`config.mk`:
```
export PLATFORM = sky130hd
export DESIGN_NAME = rcc_cfg_switch_ctrl
export DESIGN_NICKNAME = d
export VERILOG_FILES = /design/src/rtl/rcc_cfg_switch_ctrl.sv
export SDC_FILE = /design/constraint.sdc
export NUM_CORES = 1
export LEC_CHECK = 0
export CORE_MARGIN = 2
export CORE_UTILIZATION = 40
export CTS_CLUSTER_SIZE = 28
export DETAILED_ROUTE_END_ITERATION = 8
export PLACE_DENSITY = 0.62
export SETUP_SLACK_MARGIN = 0.4
export SLEW_MARGIN = 20
export SYNTH_ARGS = -nofsm -noshare
export SYNTH_HDL_FRONTEND = slang
export SYNTH_SLANG_ARGS = --single-unit
```
`constraint.sdc`:
```
create_clock -name clk -period 3.8 [get_ports clk]
set_input_delay 0.76 -clock clk [delete_from_list [all_inputs] [get_ports clk]]
set_output_delay 0.76 -clock clk [all_outputs]
set_load 0.05 [all_outputs]
```
`src/rtl/rcc_cfg_switch_ctrl.sv`:
```
// rcc_cfg_switch_ctrl
// -------------------
// Sequencer that owns the raw/test select (atspeed_mode) of the RCC
// configuration mux. A select change or a functional config update is only
// applied while the downstream kernel/bus clocks are gated:
//   IDLE -> GATE -> SWITCH -> SETTLE -> WAIT_RDY -> UNGATE -> IDLE
//
// Ports:
//   clk          RCC control clock
//   rst_n        synchronous reset, active low
//   atspeed_req  level, requested select (1 = test config set)
//   cfg_upd_req  single-cycle pulse, functional config registers changed
//   div_ready    all downstream dividers/switches stable
//   err_clr      single-cycle pulse, clears timeout_err
//   atspeed_mode registered select to the config mux
//   clk_en       downstream clock enable (0 = gated)
//   busy         high whenever the sequencer is not idle
//   switch_done  single-cycle pulse in the last gated cycle of a sequence
//   timeout_err  sticky, div_ready wait timed out
module rcc_cfg_switch_ctrl #(
  parameter int unsigned GATE_CYC    = 4,
  parameter int unsigned SETTLE_CYC  = 8,
  parameter int unsigned TIMEOUT_CYC = 255,
  parameter int unsigned CNT_W       = 8
) (
  input  logic clk,
  input  logic rst_n,
  input  logic atspeed_req,
  input  logic cfg_upd_req,
  input  logic div_ready,
  input  logic err_clr,
  output logic atspeed_mode,
  output logic clk_en,
  output logic busy,
  output logic switch_done,
  output logic timeout_err
);

  typedef enum logic [2:0] {
    IDLE     = 3'd0,
    GATE     = 3'd1,
    SWITCH   = 3'd2,
    SETTLE   = 3'd3,
    WAIT_RDY = 3'd4,
    UNGATE   = 3'd5
  } state_t;

  localparam logic [CNT_W-1:0] CNT_ZERO   = {CNT_W{1'b0}};
  localparam logic [CNT_W-1:0] CNT_ONE    = {{(CNT_W-1){1'b0}}, 1'b1};
  localparam logic [CNT_W-1:0] GATE_LD    = CNT_W'(GATE_CYC - 32'd1);
  localparam logic [CNT_W-1:0] SETTLE_LD  = CNT_W'(SETTLE_CYC - 32'd1);
  localparam logic [CNT_W-1:0] TMO_LAST   = CNT_W'(TIMEOUT_CYC - 32'd1);

  state_t           state_r, state_s;
  logic [CNT_W-1:0] cnt_r, cnt_s;
  logic             target_r, target_s;
  logic             mode_r, mode_s;
  logic             pend_r, pend_s;
  logic             err_r, err_s;
  logic             tmo_s;
  logic             start_s;
  logic             clk_en_r, busy_r, done_r;

  // Next-state, counter, select and sticky-flag logic.
  always_comb begin
    state_s  = state_r;
    cnt_s    = cnt_r;
    target_s = target_r;
    mode_s   = mode_r;
    pend_s   = pend_r | cfg_upd_req;
    tmo_s    = 1'b0;
    start_s  = (atspeed_req != mode_r) | pend_r | cfg_upd_req;

    case (state_r)
      IDLE: begin
        if (start_s) begin
          state_s  = GATE;
          target_s = atspeed_req;
          cnt_s    = GATE_LD;
          // A request coinciding with the start is served by this sequence.
          pend_s   = 1'b0;
        end else begin
          state_s  = IDLE;
        end
      end
      GATE: begin
        if (cnt_r == CNT_ZERO) begin
          state_s = SWITCH;
        end else begin
          cnt_s = cnt_r - CNT_ONE;
        end
      end
      SWITCH: begin
        // For a pure config update the target equals the current mode.
        state_s = SETTLE;
        mode_s  = target_r;
        cnt_s   = SETTLE_LD;
      end
      SETTLE: begin
        if (cnt_r == CNT_ZERO) begin
          state_s = WAIT_RDY;
          cnt_s   = CNT_ZERO;
        end else begin
          cnt_s = cnt_r - CNT_ONE;
        end
      end
      WAIT_RDY: begin
        if (div_ready) begin
          state_s = UNGATE;
        end else if (cnt_r == TMO_LAST) begin
          state_s = UNGATE;
          tmo_s   = 1'b1;
        end else begin
          cnt_s = cnt_r + CNT_ONE;
        end
      end
      UNGATE: begin
        state_s = IDLE;
      end
      default: begin
        state_s = IDLE;
        cnt_s   = CNT_ZERO;
      end
    endcase

    // A new timeout wins over a simultaneous clear.
    if (tmo_s) begin
      err_s = 1'b1;
    end else if (err_clr) begin
      err_s = 1'b0;
    end else begin
      err_s = err_r;
    end
  end

  // State register plus Moore outputs registered from the next state.
  always_ff @(posedge clk) begin
    if (!rst_n) begin
      state_r  <= IDLE;
      cnt_r    <= CNT_ZERO;
      target_r <= 1'b0;
      mode_r   <= 1'b0;
      pend_r   <= 1'b0;
      err_r    <= 1'b0;
      clk_en_r <= 1'b1;
      busy_r   <= 1'b0;
      done_r   <= 1'b0;
    end else begin
      state_r  <= state_s;
      cnt_r    <= cnt_s;
      target_r <= target_s;
      mode_r   <= mode_s;
      pend_r   <= pend_s;
      err_r    <= err_s;
      clk_en_r <= (state_s == IDLE);
      busy_r   <= (state_s != IDLE);
      done_r   <= (state_s == UNGATE);
    end
  end

  assign atspeed_mode = mode_r;
  assign clk_en       = clk_en_r;
  assign busy         = busy_r;
  assign switch_done  = done_r;
  assign timeout_err  = err_r;

endmodule

```
==> flow_metrics.env, run 1 <==
export IMPL_status="finished, final reports clean"
export IMPL_routed_via_count=1157
export IMPL_clock_sinks=18
export IMPL_yosys_warnings=0
export IMPL_r2r_end="cnt_r[3]"
export IMPL_dieArea_um2=3510
export IMPL_dp_slack_ps=1300
export IMPL_die_h_um=59.2
export IMPL_drc=0
export IMPL_synth_yosys_seq_area_share_pct=29.5
export IMPL_place_inst=194
export IMPL_cp_end_kind="flip-flop"
export IMPL_cts_buffers=3
export IMPL_multiInputGateArea_um2=782
export IMPL_synth_cells=161
export IMPL_clock_fmax_ghz=0.413
export IMPL_fill_cells=298
export IMPL_wl_mm=2.91
export IMPL_min_to="timeout_err"
export IMPL_wire_per_inst_um=14.7
export IMPL_layout_min_cycle_time_ps=2420
export IMPL_leakagePower_nw=0.469
export IMPL_row_count=20
export IMPL_gp_congestion=0.954
export IMPL_fin_setup_tns_ps=0
export IMPL_finalNetCount=175
export IMPL_synth_cell_types=47
export IMPL_core_um2=2980
export IMPL_stdcell_count=198
export IMPL_worstSetupStartpointType="flip-flop"
export IMPL_relSlewSlack_pct=51.4
export IMPL_cts_buffer_depth=2
export IMPL_maxSlewViolCount=0
export IMPL_grt_overflow_total=0
export IMPL_cap_violations=0
export IMPL_rsz0062_at_grt="false"
export IMPL_post_cts_buffers=0
export IMPL_r2r_cells=5
export IMPL_grt_max_degree=20
export IMPL_worstMarginPinSlew_ps=725
export IMPL_grt_pass1_wl_mm=4.87
export IMPL_synth_area_leaders="dfxtp_1 30%, a21oi_1 7.8%, nor2_1 5.8%"
export IMPL_min_path_type="reg2reg"
export IMPL_worstPathMaxFanout=19
export IMPL_boundaryPins=11
export IMPL_drt_iter0_drc=77
export IMPL_synth_seq_cells=18
export IMPL_postLayoutSetupSlackWorst_ps=1380
export IMPL_seq_area_um2=360
export IMPL_synth_avg_cell_area_um2=7.58
export IMPL_synth_edff_count=0
export IMPL_finalSetupViolCount=0
export IMPL_dp_hpwl_mm=2.07
export IMPL_finalPower_mw=1.13
export IMPL_synth_area_um2=1220
export IMPL_syn_nets=170
export IMPL_numPortBuffers=10
export IMPL_r2r_start="state_r[2]"
export IMPL_diodes=0
export IMPL_fin_skew_ps=9.99
export IMPL_cts_hold_buf=0
export IMPL_worstSkewPairLatency_ps=310
export IMPL_grt_util_all_layers_pct=18.1
export IMPL_post_cts_resize_count=0
export IMPL_timing_final_crit_share_pct=63.7
export IMPL_power_density_nw_per_um2=843
export IMPL_drtAntennaViolNets=0
export IMPL_antenna_found_initial=0
export IMPL_die_w_um=59.2
export IMPL_firstDrtPassIters=4
export IMPL_layout_drive_gt1_share_pct=4.85
export IMPL_synth_async_reset_ratio_pct=0
export IMPL_synth_top_area_share_pct=29.5
export IMPL_grt_pass1_vias=1023
export IMPL_root_buffer="clkbuf_4"
export IMPL_arrival_ps=2630
export IMPL_syn_to_final_growth_pct=10.4
export IMPL_worstPathRequired_ps=4010
export IMPL_cts_tree="yes"
export IMPL_synth_top_cell_by_area="dfxtp_1"
export IMPL_hp_start="timeout_err"
export IMPL_yosys_most_used_dff="dfxtp_1"
export IMPL_ff2ff_setup_slack_ps=1380
export IMPL_clk_pin_slew_worst_paths_ps=120
export IMPL_slowest_delay_ps=740
export IMPL_htree_levels=1
export IMPL_initial_core_util_pct=41.0
export IMPL_hold_viol=0
export IMPL_vias_per_cell=5.84
export IMPL_cp_slowest_cell="dfxtp_1"
export IMPL_crit_type="reg2reg"
export IMPL_hold_path_depth=2
export IMPL_crit_chain="or3b_1 > or3_4 > o21ai_4 > nor3_2 > a311o_1"
export IMPL_vdd_ir_drop_max_mv=0.445
-- worst max path at each step --
| stage | cells after the start | startpoint | endpoint | slack, ps |
|---|---|---|---|---|
| 3_3_place_gp | 6 | atspeed_req | busy | 1320 |
| 6_report | 5 | state_r[2] | cnt_r[3] | 1380 |
| 3_5_place_dp | 6 | atspeed_req | busy | 1300 |
| 5_1_grt | 5 | state_r[2] | cnt_r[3] | 1260 |
| 2_1_floorplan | 7 | cnt_r[0] | busy | 1810 |
| 4_1_cts | 5 | state_r[2] | cnt_r[3] | 1410 |
-- metrics by stage --
| step | hold WS (ps) | util [%] | instance area (um2) |
|---|---|---|---|
| after floorplan | 479 | - | 1220 |
| after global placement | 477 | 44.0 | 1310 |
| after detailed placement | 491 | 44.0 | 1310 |
| after CTS | 518 | 45.2 | 1350 |
| after global routing | 569 | 45.2 | 1350 |
| final | 512 | 45.2 | 1350 |
-- routing by layer --
layer	share of wire [%]	GRT usage [%]
met5	0	0
met4	1.5	3.90
met3	5.7	4.15
met2	41	26.2
met1	52	27.1
-- worst max-delay path, delay by kind of cell, from the launching register on --
family             cells  cell delay, ps
and+or+nand+nor        3            1110
AOI/OAI and AO/OA      2             460
DFF                    1             740
-- kinds of logic (layout without fill, tap and decap cells) --
logic type	after synthesis	after routing	synth area share [%]
adders and majority gates	3	3	3.08
DFF	18	18	29.5
muxes	1	1	0.821
and+or+nand+nor	67	67	29.5
buffers and inverters	17	21	6.36
xor gates and xnor gates	6	6	4.31
AOI/OAI and AO/OA	49	49	26.4
-- sequential cells by signal, indices dropped and copies added (netlist names) --
name and count:
cnt_r 8, timeout_err 1, atspeed_mode 1, state_r 3, switch_done 1, target_r 1, pend_r 1, busy 1
clk_en 1
-- cell usage after synthesis, drive strengths merged, types with 2 or more instances --
library cell and count:
a211oi 2, a21oi 19, a31oi 2, and2 2
buf 4, clkbuf 6, dfxtp 18, ha 3
inv 6, nand2 9, nand2b 3, nand3 7
nor2 19, nor2b 2, nor3 13, nor4 2
nor4b 2, o21a 2, o21ai 9, o31ai 2
or3 5, xnor2 5
-- where the power goes --
| group | total, mW | internal, mW | leakage, nW | switching [mW] |
|---|---|---|---|---|
| registers | 0.382 | 0.253 | 0.148 | 0.129 |
| logic | 0.625 | 0.263 | 0.300 | 0.362 |
| clock network | 0.128 | 0.0585 | 0.0210 | 0.0694 |
| total | 1.13 | 0.575 | 0.469 | 0.560 |
-- cell type report --
cell class	count	share of cell area [%]
clock buffers	4	2.70
inverters	7	1.95
flip-flops and latches	18	26.8
multi-input cells	126	58.1
well taps	33	3.07
repair buffers	10	7.43
-- cell usage in the layout (no fill, tap or decap), drive strengths merged, types with 2 or more instances in the layout --
cell	n
clkdlybuf4s50	10
or3	5
nand2	9
and2	2
a211oi	2
nor2	19
clkbuf	4
a31oi	2
ha	3
nor4	2
nor4b	2
inv	6
o21a	2
a21oi	19
nand2b	3
nand3	7
o31ai	2
xnor2	5
nor2b	2
nor3	13
o21ai	9
dfxtp	18
No activity file was read; power rests on OpenSTA's default activity.
==> run 2, diff against run 1 <==
==> constraint.sdc (replaced) <==
create_clock -name clk -period 2.5 [get_ports clk]
set_input_delay 0.5 -clock clk [delete_from_list [all_inputs] [get_ports clk]]
set_output_delay 0.5 -clock clk [all_outputs]
set_load 0.05 [all_outputs]
==> run 2 against run 1 <==
Compared with the run above: critical path depth grew 2; cell area rose by 9.2%; clock skew up 8.6 ps; global-route usage up 1.5 points; core utilization grew 4.2 points; sequential share of layout area shrank 2.1 points.
==> flow_metrics.env, run 2 (synthesis gave the netlist of run 1 again) <==
export IMPL_antenna_found_initial=0
export IMPL_crit_type="reg2reg"
export IMPL_cap_violations=0
export IMPL_worstPathMaxFanout=7
export IMPL_place_inst=200
export IMPL_dp_slack_ps=257
export IMPL_drt_iter0_drc=94
export IMPL_arrival_ps=2300
export IMPL_status="finished, final reports clean"
export IMPL_grt_pass1_wl_mm=5.15
export IMPL_drtAntennaViolNets=0
export IMPL_largest_register="cnt_r"
export IMPL_row_count=20
export IMPL_worstSetupStartpointType="flip-flop"
export IMPL_dp_hpwl_mm=2.23
export IMPL_min_path_type="reg2reg"
export IMPL_drc=0
export IMPL_grt_busiest_layer="met2"
export IMPL_gr_usage_met2_pct=28.4
export IMPL_layout_common_cells="19 x nor2_1, 18 x a21oi_1, 16 x dfxtp_1, 12 x nor3_1, 10 x clkdlybuf4s50_1"
export IMPL_worstPathRequired_ps=2690
export IMPL_grt_pass1_vias=1126
export IMPL_utilization_pct=49.4
export IMPL_clock_sinks=18
export IMPL_layout_min_cycle_time_ps=2100
export IMPL_cts_hold_buf=0
export IMPL_wire_per_inst_um=16.2
export IMPL_finalNetCount=184
export IMPL_cts_buffer_depth=2
export IMPL_firstDrtPassIters=5
export IMPL_leakagePower_nw=0.518
export IMPL_grt_util_all_layers_pct=19.6
export IMPL_hold_viol=0
export IMPL_stdcell_count=207
export IMPL_finalSetupViolCount=0
export IMPL_clock_fmax_ghz=0.475
export IMPL_use_met1_pct=27.7
export IMPL_fin_setup_tns_ps=0
export IMPL_grt_max_degree=15
export IMPL_initial_core_util_pct=41.0
export IMPL_worstSkewPairLatency_ps=320
export IMPL_die_h_um=59.2
export IMPL_reg_largest_list="cnt_r (8), state_r (3)"
export IMPL_gp_congestion=0.951
export IMPL_grt_overflow_total=0
export IMPL_dieArea_um2=3510
export IMPL_vias_per_cell=6.20
export IMPL_cts_buffers=3
export IMPL_diodes=0
export IMPL_cp_end_kind="flip-flop"
export IMPL_postLayoutSetupSlackWorst_ps=396
export IMPL_gr_usage_met3_pct=3.06
export IMPL_root_buffer="clkbuf_4"
export IMPL_syn_to_final_growth_pct=20.5
export IMPL_relSlewSlack_pct=63.5
export IMPL_rsz0062_at_grt="true"
export IMPL_vdd_ir_drop_max_mv=0.465
export IMPL_die_w_um=59.2
export IMPL_largest_register_ff_count=8
export IMPL_worstMarginPinSlew_ps=546
export IMPL_routed_via_count=1284
export IMPL_core_um2=2980
export IMPL_maxSlewViolCount=0
export IMPL_layout_drive_gt1_share_pct=14.9
export IMPL_fin_skew_ps=18.6
export IMPL_htree_levels=1
export IMPL_wl_mm=3.36
export IMPL_cts_tree="yes"
export IMPL_layout_commonest_cell="nor2_1"
export IMPL_power_density_nw_per_um2=1350
export IMPL_place_area_um2=1360
export IMPL_numPortBuffers=10
export IMPL_boundaryPins=11
export IMPL_timing_final_crit_share_pct=84.2
export IMPL_postLayoutCellArea_um2=1470
export IMPL_clk_pin_slew_worst_paths_ps=130
-- run 2: power by group --
part | internal [mW] | switching [mW] | total (mW)
registers | 0.388 | 0.194 | 0.582
logic | 0.532 | 0.678 | 1.21
clock network | 0.0890 | 0.105 | 0.194
total | 1.01 | 0.977 | 1.99
-- run 2: repair_timing --
item | 4_1_cts | 5_1_grt
pin swaps | 1 | 2
resized for setup | 2 | 11
setup buffers | 2 | 1
hold endpoints to repair | 0 | 0
setup endpoints to repair | 2 | 11
-- run 2: final cells by class --
| class | count | area (um2) |
|---|---|---|
| Fill cell | 283 | 1510 |
| Multi-Input combinational cell | 126 | 836 |
| Sequential cell | 18 | 363 |
| Timing Repair Buffer | 19 | 168 |
| Tap cell | 33 | 41.3 |
| Clock buffer | 4 | 36.3 |
| Inverter | 7 | 26.3 |
-- run 2: path summary, 6_finish.rpt --
path,from,endpoint,slack (ps),cells past startpoint
min reg2reg,timeout_err,timeout_err,500,2
max reg2reg,cnt_r[0],busy,400,7
max,cnt_r[0],busy,400,7
min,timeout_err,timeout_err,500,2
-- run 2: worst max-delay path, stage by stage, from the launching register on --
cell      delay (ps)
dfxtp_2          370
inv_1            110
ha_2             240
nor4b_4          340
nand3_2          190
a221oi_4         270
nor2_1           100
or3_1            360
-- run 2: through the flow --
| step | hold WS (ps) | power, mW |
|---|---|---|
| floorplan | 479 | 1.32 |
| global placement | 477 | 1.56 |
| detailed placement | 475 | 1.57 |
| CTS | 501 | 1.82 |
| global route | 517 | 2.12 |
| finish | 497 | 1.99 |
-- run 2: routing by layer --
layer,routed length [um],up-vias
met4,109,0
met1,1500,580
met2,1490,73
li1,-,615
met3,261,16
met5,0,-
==> run 3, diff against run 2 <==
==> constraint.sdc (replaced) <==
create_clock -name clk -period 2 [get_ports clk]
set_input_delay 0.4 -clock clk [delete_from_list [all_inputs] [get_ports clk]]
set_output_delay 0.4 -clock clk [all_outputs]
set_load 0.05 [all_outputs]
==> run 3 against run 2 <==
Compared with the run above: cell area is 31% higher; via count increased by 13%; clock skew down 18 ps; global-route usage up 5.2 points; sequential cell count did not move; count of clock-buffer cells in the layout is the same; hold slack gained 64 ps; sequential power increased by 18%; core utilization is 15 points higher.
==> flow_metrics.env, run 3 (synthesis gave the netlist of run 1 again) <==
export IMPL_status="finished, final reports clean"
export IMPL_antenna_found_initial=0
export IMPL_hold_path_depth=2
export IMPL_dieArea_um2=3510
export IMPL_wire_per_inst_um=16.6
export IMPL_arrival_ps=2100
export IMPL_drc=0
export IMPL_rsz0062_at_grt="true"
export IMPL_die_w_um=59.2
export IMPL_initial_core_util_pct=41.0
export IMPL_wl_mm=4.00
export IMPL_swShare_pct=45.2
export IMPL_layout_common_cells="36 x buf_4, 16 x a21oi_1, 15 x nor2_1, 11 x dfxtp_1"
export IMPL_worstMarginPinSlew_ps=489
export IMPL_gr_usage_met2_pct=41.1
export IMPL_largest_register="cnt_r"
export IMPL_maxSlewViolCount=0
export IMPL_postLayoutCellArea_um2=1930
export IMPL_fin_skew_ps=0.522
export IMPL_layout_commonest_cell="buf_4"
export IMPL_p_seq_share_pct=20.5
export IMPL_boundaryPins=11
export IMPL_core_um2=2980
export IMPL_power_density_nw_per_um2=1740
export IMPL_layout_drive_gt1_share_pct=44.2
export IMPL_finalSetupViolCount=0
export IMPL_syn_to_final_growth_pct=57.8
export IMPL_htree_levels=1
export IMPL_routed_via_count=1452
export IMPL_reg_largest_list="cnt_r (8), state_r (3)"
export IMPL_r2r_cells=6
export IMPL_clock_sinks=18
export IMPL_grt_util_all_layers_pct=24.8
export IMPL_grt_pass1_wl_mm=6.61
export IMPL_cap_violations=0
export IMPL_diodes=0
export IMPL_timing_final_crit_share_pct=95.4
export IMPL_place_area_um2=1510
export IMPL_worstPathMaxFanout=5
export IMPL_ff2ff_setup_slack_ps=90
export IMPL_cts_buffers=3
export IMPL_row_count=20
export IMPL_leakagePower_nw=0.737
export IMPL_firstDrtPassIters=4
export IMPL_dp_hpwl_mm=2.51
export IMPL_p_int_mw=1.84
export IMPL_use_met1_pct=30.1
export IMPL_clk_pin_slew_worst_paths_ps=110
export IMPL_drt_iter0_drc=70
export IMPL_gr_usage_met3_pct=6.55
export IMPL_cts_tree="yes"
export IMPL_min_path_type="reg2reg"
export IMPL_vias_per_cell=6.02
export IMPL_layout_min_cycle_time_ps=1910
export IMPL_grt_pass1_vias=1409
export IMPL_clock_fmax_ghz=0.524
export IMPL_worstSkewPairLatency_ps=300
export IMPL_finalPower_mw=3.35
export IMPL_root_buffer="clkbuf_4"
export IMPL_grt_busiest_layer="met2"
export IMPL_crit_type="reg2reg"
export IMPL_whs_ps=560
export IMPL_combPwrFrac_pct=72.6
export IMPL_relSlewSlack_pct=67.5
export IMPL_largest_register_ff_count=8
export IMPL_clockPowerShare_pct=6.9
export IMPL_cp_end_kind="flip-flop"
export IMPL_numPortBuffers=10
export IMPL_hold_viol=0
export IMPL_drtAntennaViolNets=0
export IMPL_gp_congestion=0.854
export IMPL_vdd_ir_drop_max_mv=1.02
export IMPL_grt_max_degree=13
export IMPL_cts_buffer_depth=2
export IMPL_die_h_um=59.2
export IMPL_grt_overflow_total=0
export IMPL_finalNetCount=218
export IMPL_worstPathRequired_ps=2190
export IMPL_power_switching_mw=1.51
export IMPL_worstSetupStartpointType="flip-flop"
==> run 3: cell count changes in the layout (fill, tap and decap cells not counted), sizes merged <==
cell           before  now
clkdlybuf4s15       0    1
buf                 9   43
clkdlybuf4s50      10    5
clkbuf              4    5
dlygate4sd2         0    3
==> run 3: routing by layer <==
metal	routed length, um	vias up
li1	-	683
met2	2000	69
met5	0	-
met1	1570	684
met3	276	16
met4	150	0
==> run 3: worst paths after layout <==
| kind | startpoint | to |
|---|---|---|
| min | target_r | atspeed_mode |
| max | cnt_r[0] | cnt_r[7] |
| min reg2reg | target_r | atspeed_mode |
| max reg2reg | cnt_r[0] | cnt_r[7] |
==> run 3: cell type report <==
class                           count  area (um2)
Clock buffer                        4        36.3
Fill cell                         224        1050
Inverter                            7        31.3
Multi-Input combinational cell    126         993
Sequential cell                    18         382
Tap cell                           33        41.3
Timing Repair Buffer               53         442
==> run 3: per-stage QoR <==
stage	utilization [%]	worst slack, ps	setup TNS (ps)	std cells
2_1_floorplan	-	180	0	161
3_3_place_gp	50.8	35.3	0	216
3_5_place_dp	50.8	-19.7	-26.3	216
4_1_cts	60.3	173	0	232
5_1_grt	64.7	52.1	0	241
6_report	64.7	92.8	0	241
==> run 3: timing repair <==
action	CTS	global route
resized for setup	44	17
hold buffers	0	0
endpoints found under the setup margin	20	16
buffers inserted	12	9
pin swaps	13	13
==> run 3: power by group through the flow <==
stage | Combinational [mW] | Sequential [mW] | Clock (mW)
2_1_floorplan | 1.05 | 0.686 | 0
3_3_place_gp | 1.54 | 0.679 | 0
3_5_place_dp | 1.58 | 0.678 | 0
4_1_cts | 2.09 | 0.670 | 0.236
6_report | 2.43 | 0.689 | 0.231
5_1_grt | 2.60 | 0.706 | 0.247
==> run 3: critical path, stage by stage, from the launching register on <==
cell	delay (ps)
dfxtp_2	350
buf_6	120
or3_4	330
or3_4	420
or3_1	360
a21oi_1	140
o32ai_1	80
